## config.mk

```make
export PLATFORM = sky130hd
export DESIGN_NAME = cic_comp_fir
export DESIGN_NICKNAME = d
export VERILOG_FILES = /design/src/rtl/cic_comp_pkg.sv /design/src/rtl/cic_comp_sample_buf.sv /design/src/rtl/cic_comp_fir.sv
export SDC_FILE = /design/constraint.sdc
export NUM_CORES = 1
export LEC_CHECK = 0
export ABC_AREA = 1
export CORE_UTILIZATION = 45
export CTS_CLUSTER_SIZE = 12
export DETAILED_ROUTE_END_ITERATION = 10
export REMOVE_ABC_BUFFERS = 1
export SLEW_MARGIN = 20
export SYNTH_ARGS = -nofsm -noshare
export SYNTH_HDL_FRONTEND = slang
export SYNTH_HIERARCHICAL = 1
export SYNTH_SLANG_ARGS = --single-unit
```

## constraint.sdc

```tcl
create_clock -name clk_i -period 9.81 [get_ports clk_i]
set_input_delay 1.4715 -clock clk_i [delete_from_list [all_inputs] [get_ports clk_i]]
set_output_delay 1.4715 -clock clk_i [all_outputs]
set_load 0.01 [all_outputs]
```

## src/rtl/cic_comp_pkg.sv

```systemverilog
// Shared types and constants for the CIC droop-compensation decimating FIR.
package cic_comp_pkg;

  localparam int unsigned NUM_TAPS_DEF = 21;
  localparam int unsigned COEF_W       = 18;

  typedef enum logic [1:0] {
    IDLE = 2'd0,
    MAC  = 2'd1,
    DONE = 2'd2
  } state_t;

  // Symmetric taps, Q1.17, summing to 2^17 for unity DC gain
  localparam logic signed [COEF_W-1:0] COEFS [NUM_TAPS_DEF] = '{
    -18'sd200,  18'sd300,   18'sd600,  -18'sd900,  -18'sd1500,
     18'sd1800, 18'sd3200, -18'sd3600, -18'sd7000,  18'sd10000,
     18'sd125672,
     18'sd10000, -18'sd7000, -18'sd3600, 18'sd3200,  18'sd1800,
    -18'sd1500, -18'sd900,   18'sd600,   18'sd300,  -18'sd200
  };

  function automatic int unsigned acc_width(input int unsigned w_in,
                                            input int unsigned w_coef,
                                            input int unsigned taps);
    return w_in + w_coef + $clog2(taps);
  endfunction

endpackage

```

## src/rtl/cic_comp_sample_buf.sv

```systemverilog
// Circular sample history with a single write port and a combinational
// read at (base - k) mod NUM_TAPS.
module cic_comp_sample_buf #(
  parameter int unsigned NUM_TAPS = 21,
  parameter int unsigned WIDTH    = 16,
  parameter int unsigned PTR_W    = $clog2(NUM_TAPS)
) (
  input  logic             clk_i,
  input  logic             rst_ni,
  input  logic             wr_en_i,
  input  logic [WIDTH-1:0] wr_data_i,
  input  logic [PTR_W-1:0] base_i,
  input  logic [PTR_W-1:0] k_i,
  output logic [PTR_W-1:0] wr_ptr_o,
  output logic [WIDTH-1:0] rd_data_c
);

  logic [WIDTH-1:0] mem_q [NUM_TAPS];
  logic [PTR_W:0]   rd_idx_c;

  always_ff @(posedge clk_i or negedge rst_ni) begin
    if (!rst_ni) begin
      mem_q    <= '{default: '0};
      wr_ptr_o <= '0;
    end else if (wr_en_i) begin
      mem_q[wr_ptr_o] <= wr_data_i;
      wr_ptr_o        <= (wr_ptr_o == PTR_W'(NUM_TAPS - 1)) ? '0 : wr_ptr_o + PTR_W'(1);
    end
  end

  // One extra bit so base + NUM_TAPS cannot overflow before the subtract
  always_comb begin
    if (base_i >= k_i) begin
      rd_idx_c = (PTR_W + 1)'(base_i) - (PTR_W + 1)'(k_i);
    end else begin
      rd_idx_c = (PTR_W + 1)'(base_i) + (PTR_W + 1)'(NUM_TAPS) - (PTR_W + 1)'(k_i);
    end
    rd_data_c = mem_q[rd_idx_c[PTR_W-1:0]];
  end

endmodule

```

## src/rtl/cic_comp_fir.sv

```systemverilog
// CIC droop-compensation FIR, decimating by DEC, one time-shared MAC.
// Define CIC_COMP_SAT_EN to saturate the output instead of wrapping it.
module cic_comp_fir
  import cic_comp_pkg::*;
#(
  parameter int unsigned NUM_TAPS   = NUM_TAPS_DEF,
  parameter int unsigned DEC        = 2,
  parameter int unsigned WIDTH_IN   = 16,
  parameter int unsigned WIDTH_OUT  = 16,
  parameter int unsigned WIDTH_COEF = COEF_W,
  parameter int unsigned COEF_FRAC  = 17
) (
  input  logic                        clk_i,
  input  logic                        rst_ni,
  input  logic                        tick_i,
  input  logic signed [WIDTH_IN-1:0]  signal_i,
  input  logic                        clear_i,
  output logic                        tick_o,
  output logic signed [WIDTH_OUT-1:0] signal_o,
  output logic                        busy_o,
  output logic                        overrun_o
);

  localparam int unsigned PTR_W  = $clog2(NUM_TAPS);
  localparam int unsigned PH_W   = (DEC > 1) ? $clog2(DEC) : 1;
  localparam int unsigned PROD_W = WIDTH_IN + WIDTH_COEF;
  localparam int unsigned ACC_W  = acc_width(WIDTH_IN, WIDTH_COEF, NUM_TAPS);

  localparam logic signed [ACC_W-1:0] OUT_MAX =
    {{(ACC_W - WIDTH_OUT + 1){1'b0}}, {(WIDTH_OUT - 1){1'b1}}};
  localparam logic signed [ACC_W-1:0] OUT_MIN =
    {{(ACC_W - WIDTH_OUT + 1){1'b1}}, {(WIDTH_OUT - 1){1'b0}}};

  state_t                       state_q;
  logic [PTR_W-1:0]             base_q;
  logic [PTR_W-1:0]             k_q;
  logic [PTR_W-1:0]             wr_ptr;
  logic [PH_W-1:0]              phase_q;
  logic signed [ACC_W-1:0]      acc_q;
  logic signed [WIDTH_IN-1:0]   rd_data;
  logic                         accept_c;
  logic                         start_c;
  logic signed [WIDTH_COEF-1:0] coef_c;
  logic signed [PROD_W-1:0]     prod_c;
  logic signed [ACC_W-1:0]      shifted_c;
  logic signed [WIDTH_OUT-1:0]  result_c;

  cic_comp_sample_buf #(
    .NUM_TAPS (NUM_TAPS),
    .WIDTH    (WIDTH_IN),
    .PTR_W    (PTR_W)
  ) u_buf (
    .clk_i     (clk_i),
    .rst_ni    (rst_ni),
    .wr_en_i   (accept_c),
    .wr_data_i (signal_i),
    .base_i    (base_q),
    .k_i       (k_q),
    .wr_ptr_o  (wr_ptr),
    .rd_data_c (rd_data)
  );

  assign accept_c = tick_i && (state_q == IDLE);
  assign start_c  = accept_c && (phase_q == PH_W'(DEC - 1));

  always_comb begin
    coef_c    = WIDTH_COEF'(COEFS[k_q]);
    prod_c    = rd_data * coef_c;
    shifted_c = acc_q >>> COEF_FRAC;
    result_c  = WIDTH_OUT'(shifted_c);
`ifdef CIC_COMP_SAT_EN
    if (shifted_c > OUT_MAX) begin
      result_c = WIDTH_OUT'(OUT_MAX);
    end else if (shifted_c < OUT_MIN) begin
      result_c = WIDTH_OUT'(OUT_MIN);
    end
`endif
  end

  // Control FSM, phase counter and MAC datapath
  always_ff @(posedge clk_i or negedge rst_ni) begin
    if (!rst_ni) begin
      state_q  <= IDLE;
      base_q   <= '0;
      k_q      <= '0;
      phase_q  <= '0;
      acc_q    <= '0;
      tick_o   <= 1'b0;
      signal_o <= '0;
      busy_o   <= 1'b0;
    end else begin
      tick_o <= 1'b0;
      unique case (state_q)
        IDLE: begin
          if (accept_c) begin
            phase_q <= (phase_q == PH_W'(DEC - 1)) ? '0 : phase_q + PH_W'(1);
            if (start_c) begin
              base_q  <= wr_ptr;
              acc_q   <= '0;
              k_q     <= '0;
              busy_o  <= 1'b1;
              state_q <= MAC;
            end
          end
        end
        MAC: begin
          acc_q <= acc_q + ACC_W'(prod_c);
          k_q   <= k_q + PTR_W'(1);
          if (k_q == PTR_W'(NUM_TAPS - 1)) begin
            state_q <= DONE;
          end
        end
        DONE: begin
          signal_o <= result_c;
          tick_o   <= 1'b1;
          busy_o   <= 1'b0;
          state_q  <= IDLE;
        end
        default: state_q <= IDLE;
      endcase
    end
  end

  // Sticky drop flag; a drop in the same cycle as clear_i keeps it set
  always_ff @(posedge clk_i or negedge rst_ni) begin
    if (!rst_ni) begin
      overrun_o <= 1'b0;
    end else if (tick_i && (state_q != IDLE)) begin
      overrun_o <= 1'b1;
    end else if (clear_i) begin
      overrun_o <= 1'b0;
    end
  end

endmodule

```

Yosys cells after proc, flatten, opt, wreduce, memory -nomap -nowiden

Memories as Yosys holds them, arrays and structs flattened.
Cells that the tools add are included.

Register bits: 412
Memory bits (read-only): 576
Bits of input ports: 20
Output and inout port bits: 19
Logic and storage cells: 96
Memories: 1

Memories:

| name             | depth | width | read ports | clocked after memory_dff | write ports | line               | text |
|---|---|---|---|---|---|---|---|
| (name not given) | 32    | 18    | 1          | 0                        | 0           | cic_comp_fir.sv:67 | `coef_c = WIDTH_COEF'(COEFS[k_q]);` |

$add $sub $neg: 7
Multipliers: 1
Magnitude comparators: 5
Equal/unequal tests: 7
Mux-type cells: 27
Bitwise logic cells: 3
Reductions and logical operators: 14

Operator list:

| cell                                                                          | count |
|---|---|
| 336-bit bitwise mux                                                           | 1 |
| 16-bit binary-select mux with 5-bit select                                    | 1 |
| 16-bit demux with 5-bit select                                                | 1 |
| 39-bit two-way mux                                                            | 2 |
| 39-bit one-hot mux with 2 select lines                                        | 1 |
| 16-bit two-way mux                                                            | 3 |
| 39-bit by 34-bit adder with 39-bit output                                     | 1 |
| 18-bit two-way mux                                                            | 2 |
| 16-bit by 18-bit multiplier with 34-bit output                                | 1 |
| 5-bit two-way mux                                                             | 4 |
| 6-bit greater-or-equal comparator (second input constant)                     | 3 |
| 5-bit inverter with 6-bit output                                              | 3 |
| 3-bit AND reduction                                                           | 4 |
| 5-bit by 1-bit adder with 5-bit output (second input constant)                | 2 |
| 5-bit equality test (second input constant)                                   | 2 |
| 5-bit one-hot mux with 2 select lines                                         | 1 |
| 5-bit subtractor                                                              | 2 |
| 2-bit nonzero test                                                            | 4 |
| 6-bit by 1-bit less-than comparator with 1-bit output (second input constant) | 1 |
| 1-bit two-way mux                                                             | 6 |
| 2-bit two-way mux                                                             | 3 |
| 2-bit != test (second input constant)                                         | 3 |
| 5-bit adder (second input constant)                                           | 1 |
| 5-bit greater-or-equal comparator                                             | 1 |
| other kinds (8)                                                               | 11 |

Longest topological paths before layout

Word-level depth: 10
Depth in mapped cells: 48
Depth with buffers taken out: 44

Cells and area by module

Netlist, hierarchy kept.

Modules (own cells, without submodules):

| module              | instances | cells each | area each (µm²) | seq. area each (µm²) |
|---|---|---|---|---|
| cic_comp_sample_buf | 1         | 2,247      | 17,135.2        | 8,533.2 |
| cic_comp_fir        | 1         | 1,629      | 13,585.5        | 1,576.5 |

Worst setup path before layout

No wires, ideal clock.

Path type: register to register
Start: reg base_q[1]
End: reg acc_q[32]
Setup time: 117 ps
Arrival: 7,404 ps
Required time: 9,693 ps
Slack: 2,289 ps
Cell stages (with the launch flop): 38
Path buffers: 1
Period minus slack after synthesis: 7,521 ps
Cell sequence: dfrtp_1 inv_1 ha_1 inv_1 ha_1 inv_1 fa_1 xor2_1 nand2_1 nand2_2 inv_2 nor2_2 buf_4 nand3_1 nand2_1 clkinv_1 nor2_1 fa_1 [... 2 more ...] inv_1 fa_1 inv_1 fa_1 inv_1 fa_1 inv_1 ha_1 inv_1 o21ai_0 or2_2 a21oi_1 o21a_1 nand2_1 inv_1 nand2_1 nand3_1 nand2_1

Word-level cells in the longest chain between the ends: 10
Elaborated cells on any way between the ends: 12
Those cells by class: add/sub (4); mul (1); order compare (1); mux (5); bitwise (1)

RTL lines:

| element                                                    | line                      | text |
|---|---|---|
| from (decl)                                                | cic_comp_fir.sv:35        | `logic [PTR_W-1:0] base_q;` |
| from (signal assigned)                                     | cic_comp_fir.sv:98        | `base_q <= wr_ptr;` |
| 5-bit adder                                                | cic_comp_sample_buf.sv:36 | `rd_idx_c = (PTR_W + 1)'(base_i) + (PTR_W + 1)'(NUM_TAPS) - (PTR_W + 1)'(k_i);` |
| 5-bit subtractor                                           | cic_comp_sample_buf.sv:36 |  |
| 5-bit two-way mux (*)                                      | cic_comp_sample_buf.sv:33 | `if (base_i >= k_i) begin` |
| 5-bit inverter with 6-bit output (implied by the code) (*) | cic_comp_sample_buf.sv:38 | `rd_data_c = mem_q[rd_idx_c[PTR_W-1:0]];` |
| 16-bit binary-select mux with 5-bit select (*)             | cic_comp_sample_buf.sv:38 |  |
| 16-bit two-way mux (implied by the code) (*) (2 in a row)  | cic_comp_sample_buf.sv:38 |  |
| named net rd_data[2]                                       | cic_comp_fir.sv:40        | `logic signed [WIDTH_IN-1:0] rd_data;` |
| 16-bit by 18-bit multiplier with 34-bit output (*)         | cic_comp_fir.sv:68        | `prod_c = rd_data * coef_c;` |
| 39-bit by 34-bit adder with 39-bit output (*)              | cic_comp_fir.sv:107       | `acc_q <= acc_q + ACC_W'(prod_c);` |
| 39-bit one-hot mux with 2 select lines (*)                 | cic_comp_fir.sv:93        | `unique case (state_q)` |
| to (signal assigned)                                       | cic_comp_fir.sv:107       |  |
| to (decl)                                                  | cic_comp_fir.sv:39        | `logic signed [ACC_W-1:0] acc_q;` |

Mark *: on every way through the listed nets, which the timed path passes. The rest lies on a longest branch. The select of a mux whose other input is x is not followed.
A chain may end at the register's enable or synchronous reset.

Worst setup path after layout

Start: reg base_q[1]
End: reg acc_q[29]

Same word-level chain as after synthesis.

==> summary.txt <==
Post-synthesis async set-or-reset flop share - 1.00
HPWL reported at the end of detailed placement - 64.2 mm
Most frequent cells after synthesis - nand2_1, inv_1, o21ai_0
Fmax - 0.108 GHz
Hold WC Path Type - register to register
Vias in the first global route - 24700
Hold Crit Depth - 2
Post-DRT Antenna Nets - 0
Cell Count, Final, Fillers Out - 4746
Clock net sink count - 404
Pin count of the biggest net entering global routing - 98
Worst Path Max Fanout - 37
Post-synth top area cell - dfrtp_1
Most common cell on crit path - inv_1
Seq/Total Area, Yosys - 0.329
Worst Path Buf+Inv - 9
Tot GR Track Use - 0.271
Area contributors post-synth - dfrtp_1, fa_1, nand2_1
CTS tree - yes
Hold Fails Final Rpt - 0
Overflow after GRT - 0
Synth warnings - 6
Mapped Area - 30700 sq um
Worst r2r dst - acc_q[29]
Total Wirelength - 90.9 mm
Most frequent cell after synthesis - nand2_1
Initial DRC count - 2371
# port buffers - 38
Hold Path Sink - signal_o[13]
Clock-pin slew on the worst setup and hold paths - 0.06 ns
Yosys top cell area share - 0.329
Req. time, crit path - 10.32 ns
Max incr delay on CP - 0.76 ns
Clock buffer depth - 3
Share of cells above drive strength 1 - 0.0558
Flops & latches, synth - 404
Hold slack - 0.470 ns
Worst Tran Pin Value - 1.19 ns
Max Cap Violations - 0
Initial antenna violation count - 1
Drt first pass iters - 6
Clock root cell - clkbuf_16
Number of synthesized flops with an enable pin - 0
Unrepaired setup endpoints after global routing - false
Worst setup EP type - register
Startpoint types - register
CP Class - register to register
# hold bufs at CTS - 0
Via density per instance - 5.23
Layout filler cell count - 6594
Die footprint - 69300 sq um
# IOs - 39
Setup Viol. Count Final - 0
Chip Width - 263 um
Final Max Slew Viols - 0
First-pass GRT wire length - 146 mm
Final period utilization - 0.943
Hold_sp - signal_o[13]
Inserted Clock Buffers - 48
Final net count - 4265
Status - completed
Final core occ - 0.500
Residual DRC - 0
Slowest CP cell - fa_2
# rows - 95
Via count - 24800
Slew HR - 0.204
Placeable Area - 67400 sq um
RePlAce Congestion - 0.950
Placed cells - 4659
Synth Flop Type - dfrtp_1
Final setup TNS - 0 ns
Synthesized instance count - 3876
Mean Syn Cell Area - 7.93 sq um
Chip height - 263 um
Htree depth - 2
Initial Util - 0.456
Critical Path AT - 9.75 ns
Clock Latency Late Sink - 0.62 ns
Area grow syn2layout - 9.63%
Family with the most delay on the worst path - adder cells
Min Tclk post-route - 9.25 ns
N_diodes - 0
Worst R2R Start - base_q[1]
Clock Skews - 0.0478 ns
Routed len/inst - 19.2 um
FF-to-FF setup slack - 0.56 ns
Number of distinct library cells after synthesis - 51
FF-to-FF path depth - 34
Worst Setup SP - base_q[1]
==> per-layer routing <==
layer / up-vias / global-route usage / routed length (um)
met4: 3 / 0.0640 / 1990
li1: 11800 / - / -
met1: 12100 / 0.409 / 43000
met5: - / 0.0104 / 99
met3: 111 / 0.0493 / 6950
met2: 826 / 0.401 / 38900
==> worst register-to-register path: cells and delay by family, from the launching register on <==
family          cells  cell delay, ns
fa+ha+maj          10            4.80
compound gates      7            1.71
buf+inv             9            1.13
simple gates        8            1.10
flops               1            0.41
==> registers in the layout, indices dropped and copies added (netlist names) <==
| name | count |
|---|---|
| u_buf/wr_ptr_o | 5 |
| state_q | 2 |
| overrun_o | 1 |
| u_buf/mem_q | 336 |
| phase_q | 1 |
| tick_o | 1 |
| busy_o | 1 |
| acc_q | 31 |
| signal_o | 16 |
| k_q | 5 |
| base_q | 5 |
==> how the worst max path moves through the flow <==
stage / endpoint / slack [ns] / cells after the start
after floorplan: acc_q[32] / 0.23 / 36
after global placement: acc_q[29] / 0.39 / 33
after detailed placement: acc_q[29] / 0.40 / 33
after CTS: acc_q[29] / 0.31 / 33
after global routing: acc_q[29] / 0.06 / 36
final: acc_q[29] / 0.56 / 34
==> metrics by stage <==
stage | setup WS, ns | instance area (sq um)
finish | 0.563 | 33700
global route | 0.0569 | 33700
floorplan | 0.232 | 29800
global placement | 0.388 | 32000
detailed placement | 0.399 | 32000
CTS | 0.315 | 33700
==> cell usage in the layout, fill, tap and decap left out, types with 6 or more instances in the layout <==
cell,instances
nor2_1,183
o211ai_1,17
nand3_1,369
a21oi_1,50
nor3_1,9
o21bai_1,21
nand2_1,871
nand2_2,13
fa_1,287
nand4_1,9
clkbuf_1,10
clkbuf_16,48
inv_2,7
clkdlybuf4s50_1,37
xnor2_1,8
or2_1,8
ha_1,120
xor2_1,6
inv_1,769
o21ai_1,13
clkinv_2,9
dfrtp_1,404
or2_2,10
buf_4,72
nand3b_1,6
o21ai_0,413
o31ai_1,17
buf_12,8
clkbuf_8,7
==> cell type report <==
cell class                 instances  area [sq um]  area share
multi-input combinational       2484         16800       0.499
sequential                       404         10100       0.300
inverter                         781          2940      0.0872
clock buffer                      65          1340      0.0396
tap                              873          1090      0.0324
timing repair buffer             118          1090      0.0322
clock inverter                    21           307     0.00910
==> what timing repair did <==
item,in CTS,in global routing
endpoints found under the setup margin,0,11
buffers inserted,0,0
hold endpoints to repair,0,0
gates resized for setup,0,2
==> cell families after synthesis <==
family                   count (synthesis)  share of synthesized area
AO/OA/AOI/OAI                          561                     0.0992
buffers and inverters                  989                      0.126
multiplexers                             5                    0.00183
flip-flops                             404                      0.329
adder cells (fa/ha/maj)                408                      0.237
XOR/XNOR                                14                    0.00399
AND/OR/NAND/NOR                       1495                      0.204
Power is not shown: default switching activity piles up to over one toggle a cycle in this logic, so the estimate is an artifact.
